### config.mk
export PLATFORM = sky130hd
export DESIGN_NAME = z_run_monitor
export DESIGN_NICKNAME = d
export VERILOG_FILES = /design/src/rtl/z_run_monitor.sv
export SDC_FILE = /design/constraint.sdc
export NUM_CORES = 1
export LEC_CHECK = 0
export CORE_MARGIN = 10
export CORE_UTILIZATION = 47
export DETAILED_ROUTE_END_ITERATION = 8
export PLACE_DENSITY_LB_ADDON = 0.2
export SYNTH_ARGS = -nofsm -noshare
export SYNTH_HDL_FRONTEND = slang
export SYNTH_SLANG_ARGS = --single-unit
### constraint.sdc
create_clock -name clk -period 1.5 [get_ports clk]
set_input_delay 0.15 -clock clk [delete_from_list [all_inputs] [get_ports clk]]
set_output_delay 0.15 -clock clk [all_outputs]
set_load 0.05 [all_outputs]
### src/rtl/z_run_monitor.sv
// -----------------------------------------------------------------------------
// z_run_monitor
//
// Consumer of the single-bit registered Z output of the upstream two-register
// stage. Z is sampled on every rising clock edge. The block does three things:
//   * measures the length of each high run of Z and offers it on a one-entry
//     valid/ready holding register;
//   * detects the serial pattern 1-0-1-1 (overlapping) and pulses `match`;
//   * counts matches since reset in `match_cnt` (wraps).
// The first SETTLE samples after reset are ignored, because the upstream stage
// drives Z high while its pipeline flushes.
//
// Parameters
//   CNT_W   width of the run-length and match counters
//   SETTLE  number of post-reset samples to ignore
//
// Ports
//   clk        in   clock, all logic on posedge
//   rst        in   synchronous active-high reset, clears every register
//   z_in       in   Z from the upstream stage (same clock domain)
//   evt_ready  in   consumer accepts evt_data when high with evt_valid
//   evt_valid  out  evt_data holds an unconsumed run length
//   evt_data   out  length in cycles of the completed high run
//   evt_ovf    out  sticky: a run event was dropped (holding register full)
//   match      out  one-cycle pulse when 1011 completes
//   match_cnt  out  number of matches since reset, modulo 2^CNT_W
// -----------------------------------------------------------------------------
module z_run_monitor #(
    parameter int CNT_W  = 8,
    parameter int SETTLE = 2
) (
    input  logic             clk,
    input  logic             rst,
    input  logic             z_in,
    input  logic             evt_ready,
    output logic             evt_valid,
    output logic [CNT_W-1:0] evt_data,
    output logic             evt_ovf,
    output logic             match,
    output logic [CNT_W-1:0] match_cnt
);

    // Counter wide enough to hold SETTLE itself (it saturates there).
    localparam int SETTLE_W = (SETTLE > 0) ? $clog2(SETTLE + 1) : 1;
    localparam logic [SETTLE_W-1:0] SETTLE_MAX = SETTLE_W'(SETTLE);
    localparam logic [CNT_W-1:0]    CNT_MAX    = '1;

    typedef enum logic [1:0] {
        IDLE = 2'd0,
        S1   = 2'd1,
        S10  = 2'd2,
        S101 = 2'd3
    } pat_state_t;

    logic [SETTLE_W-1:0] settle_cnt;
    logic                z_prev;
    logic [CNT_W-1:0]    run_len;
    pat_state_t          state;

    // Run length never wraps: a very long run reports the maximum value.
    function automatic logic [CNT_W-1:0] sat_inc(input logic [CNT_W-1:0] v);
        logic [CNT_W-1:0] r;
        if (v == CNT_MAX) begin
            r = v;
        end else begin
            r = v + 1'b1;
        end
        return r;
    endfunction

    // Overlapping 1011 detector. Each state names the longest suffix of the
    // sample history that is still a prefix of the pattern, so after a hit the
    // trailing 1 is reused (S1) and a 0 after 101 falls back to "10".
    function automatic pat_state_t pat_next(input pat_state_t s, input logic b);
        pat_state_t n;
        n = IDLE;
        case (s)
            IDLE:    n = b ? S1   : IDLE;
            S1:      n = b ? S1   : S10;
            S10:     n = b ? S101 : IDLE;
            S101:    n = b ? S1   : S10;
            default: n = IDLE;
        endcase
        return n;
    endfunction

    // ---- sample decode (combinational, current edge) ----
    logic             vld_p0;
    logic             evt_p0;
    logic             hit_p0;
    logic             drain_p0;
    logic             load_ok_p0;

    // A sample counts only once the settle window has been consumed.
    assign vld_p0     = (settle_cnt == SETTLE_MAX);
    // Falling edge of Z closes a run; run_len still holds its length here.
    assign evt_p0     = vld_p0 && z_prev && !z_in;
    assign hit_p0     = vld_p0 && (state == S101) && z_in;
    // Holding register: drain first, so a drain and a load can share an edge.
    assign drain_p0   = evt_valid && evt_ready;
    assign load_ok_p0 = !evt_valid || drain_p0;

    // ---- sample stage: settle window, run length, pattern FSM ----
    always_ff @(posedge clk) begin
        if (rst) begin
            settle_cnt <= '0;
            z_prev     <= 1'b0;
            run_len    <= '0;
            state      <= IDLE;
            match      <= 1'b0;
            match_cnt  <= '0;
        end else begin
            match <= 1'b0;
            if (!vld_p0) begin
                // Upstream flush samples: only advance the settle counter.
                settle_cnt <= settle_cnt + 1'b1;
            end else begin
                z_prev  <= z_in;
                run_len <= z_in ? sat_inc(run_len) : '0;
                state   <= pat_next(state, z_in);
                if (hit_p0) begin
                    match     <= 1'b1;
                    match_cnt <= match_cnt + 1'b1;
                end
            end
        end
    end

    // ---- event stage: one-entry valid/ready holding register ----
    always_ff @(posedge clk) begin
        if (rst) begin
            evt_valid <= 1'b0;
            evt_data  <= '0;
            evt_ovf   <= 1'b0;
        end else begin
            if (evt_p0 && load_ok_p0) begin
                evt_valid <= 1'b1;
                evt_data  <= run_len;
            end else if (drain_p0) begin
                evt_valid <= 1'b0;
            end
            // Full and not draining: the new run is lost, evt_data is kept.
            if (evt_p0 && !load_ok_p0) begin
                evt_ovf <= 1'b1;
            end
        end
    end

endmodule

==> results.yml, run 1 <==
pwr:
  ir_worst_vdd_v: 0.0005999
  power_leakage_nw: 0.7211
  power-per-cell-area_nw_per_um2: 1018
synth:
  synth_cell_types: 39
  syn_area_per_cell_sq_um: 8.599
  synth_top_area_share: 0.4515
  synthFlopType: "dfxtp_1"
  yosysMostFrequentCell: "dfxtp_1"
  synth_top_cells_by_count: "32 x dfxtp_1, 22 x a21oi_1, 15 x nand3_1"
  synth_nets: 173
  synthesis.area_sq_um: 1419
  yosys.area.top_type: "dfxtp_1"
  yosysSeqAreaShare: 0.4515
  synthArstFlopShare: 0
  synthTopCellsByArea: "dfxtp_1 45%, a21oi_1 7.8%, nand3_1 5.3%"
  synthCells: 165
  synth_warnings: 0
  ys_ff_latch: 32
  synth_edf_count: 0
finish:
  diodes: 0
  area_growth_pct: 29.37
  fin_nets: 210
  drive_gt1_frac: 0.2906
  finalNonFillerCells: 234
run_status:
  status: "finished clean"
clock_tree:
  cts_tree: "built"
  clk_latency_ns: 0.35
  postCtsHoldBufs: 0
  clk_path_buf_depth: 2
  cts_sinks: 32
  clk_pin_slew_ns: 0.11
  cts_root_buf: "clkbuf_4"
  htree_num_levels: 2
  cts_inserted_buffers: 5
placement:
  io_buffers: 22
  dp_hpwl_mm: 2.501
  place_inst: 223
  gp_congestion: 0.8164
min_path:
  hold_path_class: "register to register"
setup_path:
  critPathKind: "register to register"
  cp.required_ns: 1.75
  critPathCaptureType: "register"
  path_max_fanout: 2
  crit_arrival_ns: 1.73
  start_kind: "register"
global_route:
  overflow: 0
  grt_antenna_before_repair: 0
  grt_first_pass_wirelength_mm: 5.802
  grt.total_usage: 0.1335
  grt_start_max_net_pins: 24
  grt_pass1_vias: 1294
detailed_routing:
  drcViolationCount: 0
  routed.top_layer: "met4"
  vias_per_cell: 5.829
  routed_wl_mm: 3.672
  wl_met2_mm: 1.907
  met1Wirelength_mm: 1.448
  wl_met3_microns: 227
  first_iter_violations: 167
  first_pass_iters: 4
  ant_nets: 0
  wire_per_inst_microns: 15.69
  route.vias.total: 1364
job:
  drv_cap: 0
sta:
  finalSetupTns_ns: 0
  finalCritPeriodShare: 0.9841
  drv_slew: 0
  fin_crit_ns: 1.476
  maxSlewHeadroom: 0.7737
  maxClockFrequency_ghz: 0.6775
  setup_viol: 0
  max_slew.worst_pin.slew_ns: 0.3395
  final_hold_viol_count: 0
  skew_ns: 0.01586
floorplanning:
  ioPinCount: 23
  coreArea_sq_um: 2829
  die_width_microns: 74.95
  std_cell_rows: 19
  die_h_microns: 74.95
  fp.dieArea_sq_um: 5617
  initial_core_util: 0.5015
[through the flow]
stage	hold slack, ns	utilization	cell area [sq um]	setup slack (ns)	power (W)
after global routing	0.5357	0.6488	1836	-0.04092	0.001976
final	0.4875	0.6488	1836	0.02389	0.001869
after CTS	0.4869	0.6298	1782	0.01115	0.001807
after detailed placement	0.4710	0.6068	1717	-0.09489	0.001286
after global placement	0.4583	0.6068	1717	-0.06655	0.001264
after floorplan	0.3099	-	1424	0.01247	0.001157
[per-layer routing]
| metal | global-route usage | vias to the layer above |
|---|---|---|
| met3 | 0.04862 | 9 |
| met5 | 0 | - |
| met2 | 0.2324 | 43 |
| met4 | 0.07983 | 0 |
| li1 | - | 678 |
| met1 | 0.1339 | 634 |
[sequential cells by signal (all words and copies together) (netlist names)]
signal,flops
evt_data,8
match_cnt,8
run_len,8
settle_cnt,2
state,2
evt_ovf,1
evt_valid,1
match,1
z_prev,1
[power by group]
part	internal, W	switching (W)	leakage [nW]
sequential	0.000899	0.0000438	0.261
combinational	0.000181	0.000207	0.422
clock	0.000223	0.000314	0.0380
[worst max-delay path: stages, from the launching register on]
cell     delay, ns
dfxtp_1       0.33
ha_1          0.22
and4_1        0.22
a211o_1       0.32
o32ai_1       0.29
[timing repair]
| item | CTS | global route |
|---|---|---|
| pin swaps | 0 | 1 |
| buffers inserted | 0 | 2 |
| gates resized for setup | 1 | 10 |
| endpoints found under the setup margin | 2 | 17 |
| cloned | 0 | 1 |
| hold endpoints to repair | 0 | 0 |
[cell type report]
| class | instances | area (sq um) |
|---|---|---|
| timing repair buffer | 40 | 321.6 |
| sequential | 32 | 648.1 |
| clock inverter | 2 | 10.01 |
| inverter | 8 | 30.03 |
| tap | 31 | 38.79 |
| multi-input combinational | 115 | 735.7 |
| clock buffer | 6 | 51.30 |
| fill | 236 | 993.5 |
[kinds of logic after synthesis]
| kind of cell | share of synthesized area |
|---|---|
| buffers and inverters | 0.05203 |
| multiplexers | 0.01499 |
| AO/OA/AOI/OAI | 0.2249 |
| XOR/XNOR | 0.01235 |
| flip-flops | 0.4515 |
| AND/OR/NAND/NOR | 0.2090 |
| adder cells (fa/ha/maj) | 0.03527 |
[placed cells by master, fill, tap and decap left out, types with 3 or more instances in the layout]
master	n
clkdlybuf4s50_1	3
nand3_1	15
a211oi_1	5
nand4_1	3
a21oi_1	21
inv_1	7
clkbuf_4	5
o31ai_1	3
or3_1	3
buf_4	34
nand2_1	6
dfxtp_1	26
dfxtp_2	6
nor2b_1	3
nand2b_1	4
nor2_1	8
o21ai_0	11
[worst paths after layout]
| path | startpoint | end | slack (ns) | cells past startpoint |
|---|---|---|---|---|
| max | run_len[0] | run_len[1] | 0.02 | 4 |
| min | evt_data[6] | evt_data[6] | 0.49 | 2 |
| max reg2reg | run_len[0] | run_len[1] | 0.02 | 4 |
| min reg2reg | evt_data[6] | evt_data[6] | 0.49 | 2 |
Note: power is estimated with default switching activity, not from simulation.
==> run 2, diff against run 1 <==
MAX_ROUTING_LAYER = met4   (was unset)
==> run 2 against run 1 <==
  * Non-clock buffer count did not move
  * Critical path type unchanged
  * Combinational power barely moved
  * Sequential power barely moved
  * Critical path depth did not move
  * Final cell count did not move
  * Largest power group unchanged
==> results.yml, run 2 (synthesis results as in run 1) <==
sta:
  fin_worst_hold_slack_ns: 0.4895
  fin_crit_ns: 1.470
  final_hold_viol_count: 0
  finalCritPeriodShare: 0.9800
  skew_ns: 0.01615
  drv_slew: 0
  maxSlewHeadroom: 0.7677
  maxClockFrequency_ghz: 0.6803
  max_slew.worst_pin.slew_ns: 0.3485
  setup_viol: 0
pwr:
  power-per-cell-area_nw_per_um2: 1017
  power_w: 0.001866
  power_frac_seq: 0.505
  p_switching_w: 0.0005634
  clkPwrFrac: 0.288
  power_leakage_nw: 0.7211
  p_int_w: 0.001303
  swShare: 0.3019
  ir_worst_vdd_v: 0.0005995
  p_comb_frac: 0.207
detailed_routing:
  wire_per_inst_microns: 15.67
  wl_met2_mm: 1.926
  routed_wl_mm: 3.666
  met1Wirelength_mm: 1.402
  wl_met3_microns: 222
  drcViolationCount: 0
  vias_per_cell: 5.850
  routed.top_layer: "met4"
  first_pass_iters: 5
  ant_nets: 0
  route.vias.total: 1369
  first_iter_violations: 165
global_route:
  grt_start_max_net_pins: 24
  grt_first_pass_wirelength_mm: 5.789
  grt_antenna_before_repair: 0
  grt.total_usage: 0.1369
  overflow: 0
  grt_pass1_vias: 1298
setup_path:
  path_max_fanout: 2
  crit_arrival_ns: 1.72
  cp.required_ns: 1.75
  critPathKind: "register to register"
  max_stage_delay_ns: 0.33
  crit_chain: "ha_1 -> and4_1 -> a211o_1 -> o32ai_1"
  cp_slowest_cell: "dfxtp_1"
  critPathCaptureType: "register"
  start_kind: "register"
clock_tree:
  cts_sinks: 32
  cts_root_buf: "clkbuf_4"
  clk_path_buf_depth: 2
  postCtsHoldBufs: 0
  cts_inserted_buffers: 5
  cts_tree: "built"
  clk_latency_ns: 0.35
  clk_pin_slew_ns: 0.11
  htree_num_levels: 2
finish:
  final_util: 0.6488
  drive_gt1_frac: 0.2906
  fin_nets: 210
  fill_cells: 236
  final_area_sq_um: 1836
  reg_top3: "evt_data x8, match_cnt x8, run_len x8"
  diodes: 0
  final_cell_mix: "34 x buf_4, 26 x dfxtp_1, 21 x a21oi_1, 15 x nand3_1, 11 x o21ai_0"
  mostFrequentLayoutCell: "buf_4"
  area_growth_pct: 29.37
run_status:
  status: "finished clean"
placement:
  dp_hpwl_mm: 2.501
  post_dp_cell_area_sq_um: 1717
  io_buffers: 22
  gp_congestion: 0.8286
min_path:
  hold_path_class: "register to register"
floorplanning:
  initial_core_util: 0.5015
  die_h_microns: 74.95
  coreArea_sq_um: 2829
  die_width_microns: 74.95
  std_cell_rows: 19
  ioPinCount: 23
  fp.dieArea_sq_um: 5617
job:
  drv_cap: 0
[run 2: cell counts in the layout (fill, tap and decap cells not counted)]
No cell type changed its count.
[run 2: per-layer routing]
layer / up-vias / global-route usage
li1: 675 / -
met1: 642 / 0.1347
met2: 41 / 0.2333
met3: 11 / 0.04336
met4: 0 / 0.07983
met5: - / -
[run 2: power groups by stage]
stage / combinational [W] / clock [W] / sequential [W]
finish: 0.000386 / 0.000537 / 0.000943
global route: 0.000438 / 0.000583 / 0.000951
CTS: 0.000342 / 0.000539 / 0.000926
detailed placement: 0.000340 / 0 / 0.000946
global placement: 0.000323 / 0 / 0.000941
floorplan: 0.000213 / 0 / 0.000944
[run 2: path summary, 6_finish.rpt]
path | slack [ns] | to | cells after the start | startpoint
setup reg to reg | 0.03 | run_len[1] | 4 | run_len[0]
hold reg to reg | 0.49 | evt_data[6] | 2 | evt_data[6]
setup / recovery | 0.03 | run_len[1] | 4 | run_len[0]
hold / removal | 0.49 | evt_data[6] | 2 | evt_data[6]
[run 2: per-stage QoR]
stage	std cells	setup TNS, ns	setup WS (ns)
final	234	0	0.03001
after global placement	223	-0.2282	-0.06655
after CTS	231	0	0.01115
after floorplan	165	0	0.01247
after global routing	234	-0.04092	-0.04092
after detailed placement	223	-0.4860	-0.09489
[run 2: what timing repair did]
item,CTS,global route
pin swaps,0,1
cloned,0,1
resized for setup,1,10
setup buffers,0,2
endpoints found under the setup margin,2,15
[run 2: area by class of cell]
cell class	instances	area, sq um	area share
multi-input cells	115	735.7	0.4008
flip-flops and latches	32	648.1	0.3531
repair buffers	40	321.6	0.1752
clock buffers	6	51.30	0.02795
well taps	31	38.79	0.02113
inverters	8	30.03	0.01636
clock inverters	2	10.01	0.005453
[run 2: worst max-delay path: cells and delay by family, from the launching register on]
kind	cells	cell delay (ns)
flops	1	0.33
compound gates	2	0.60
simple gates	1	0.22
fa+ha+maj	1	0.21
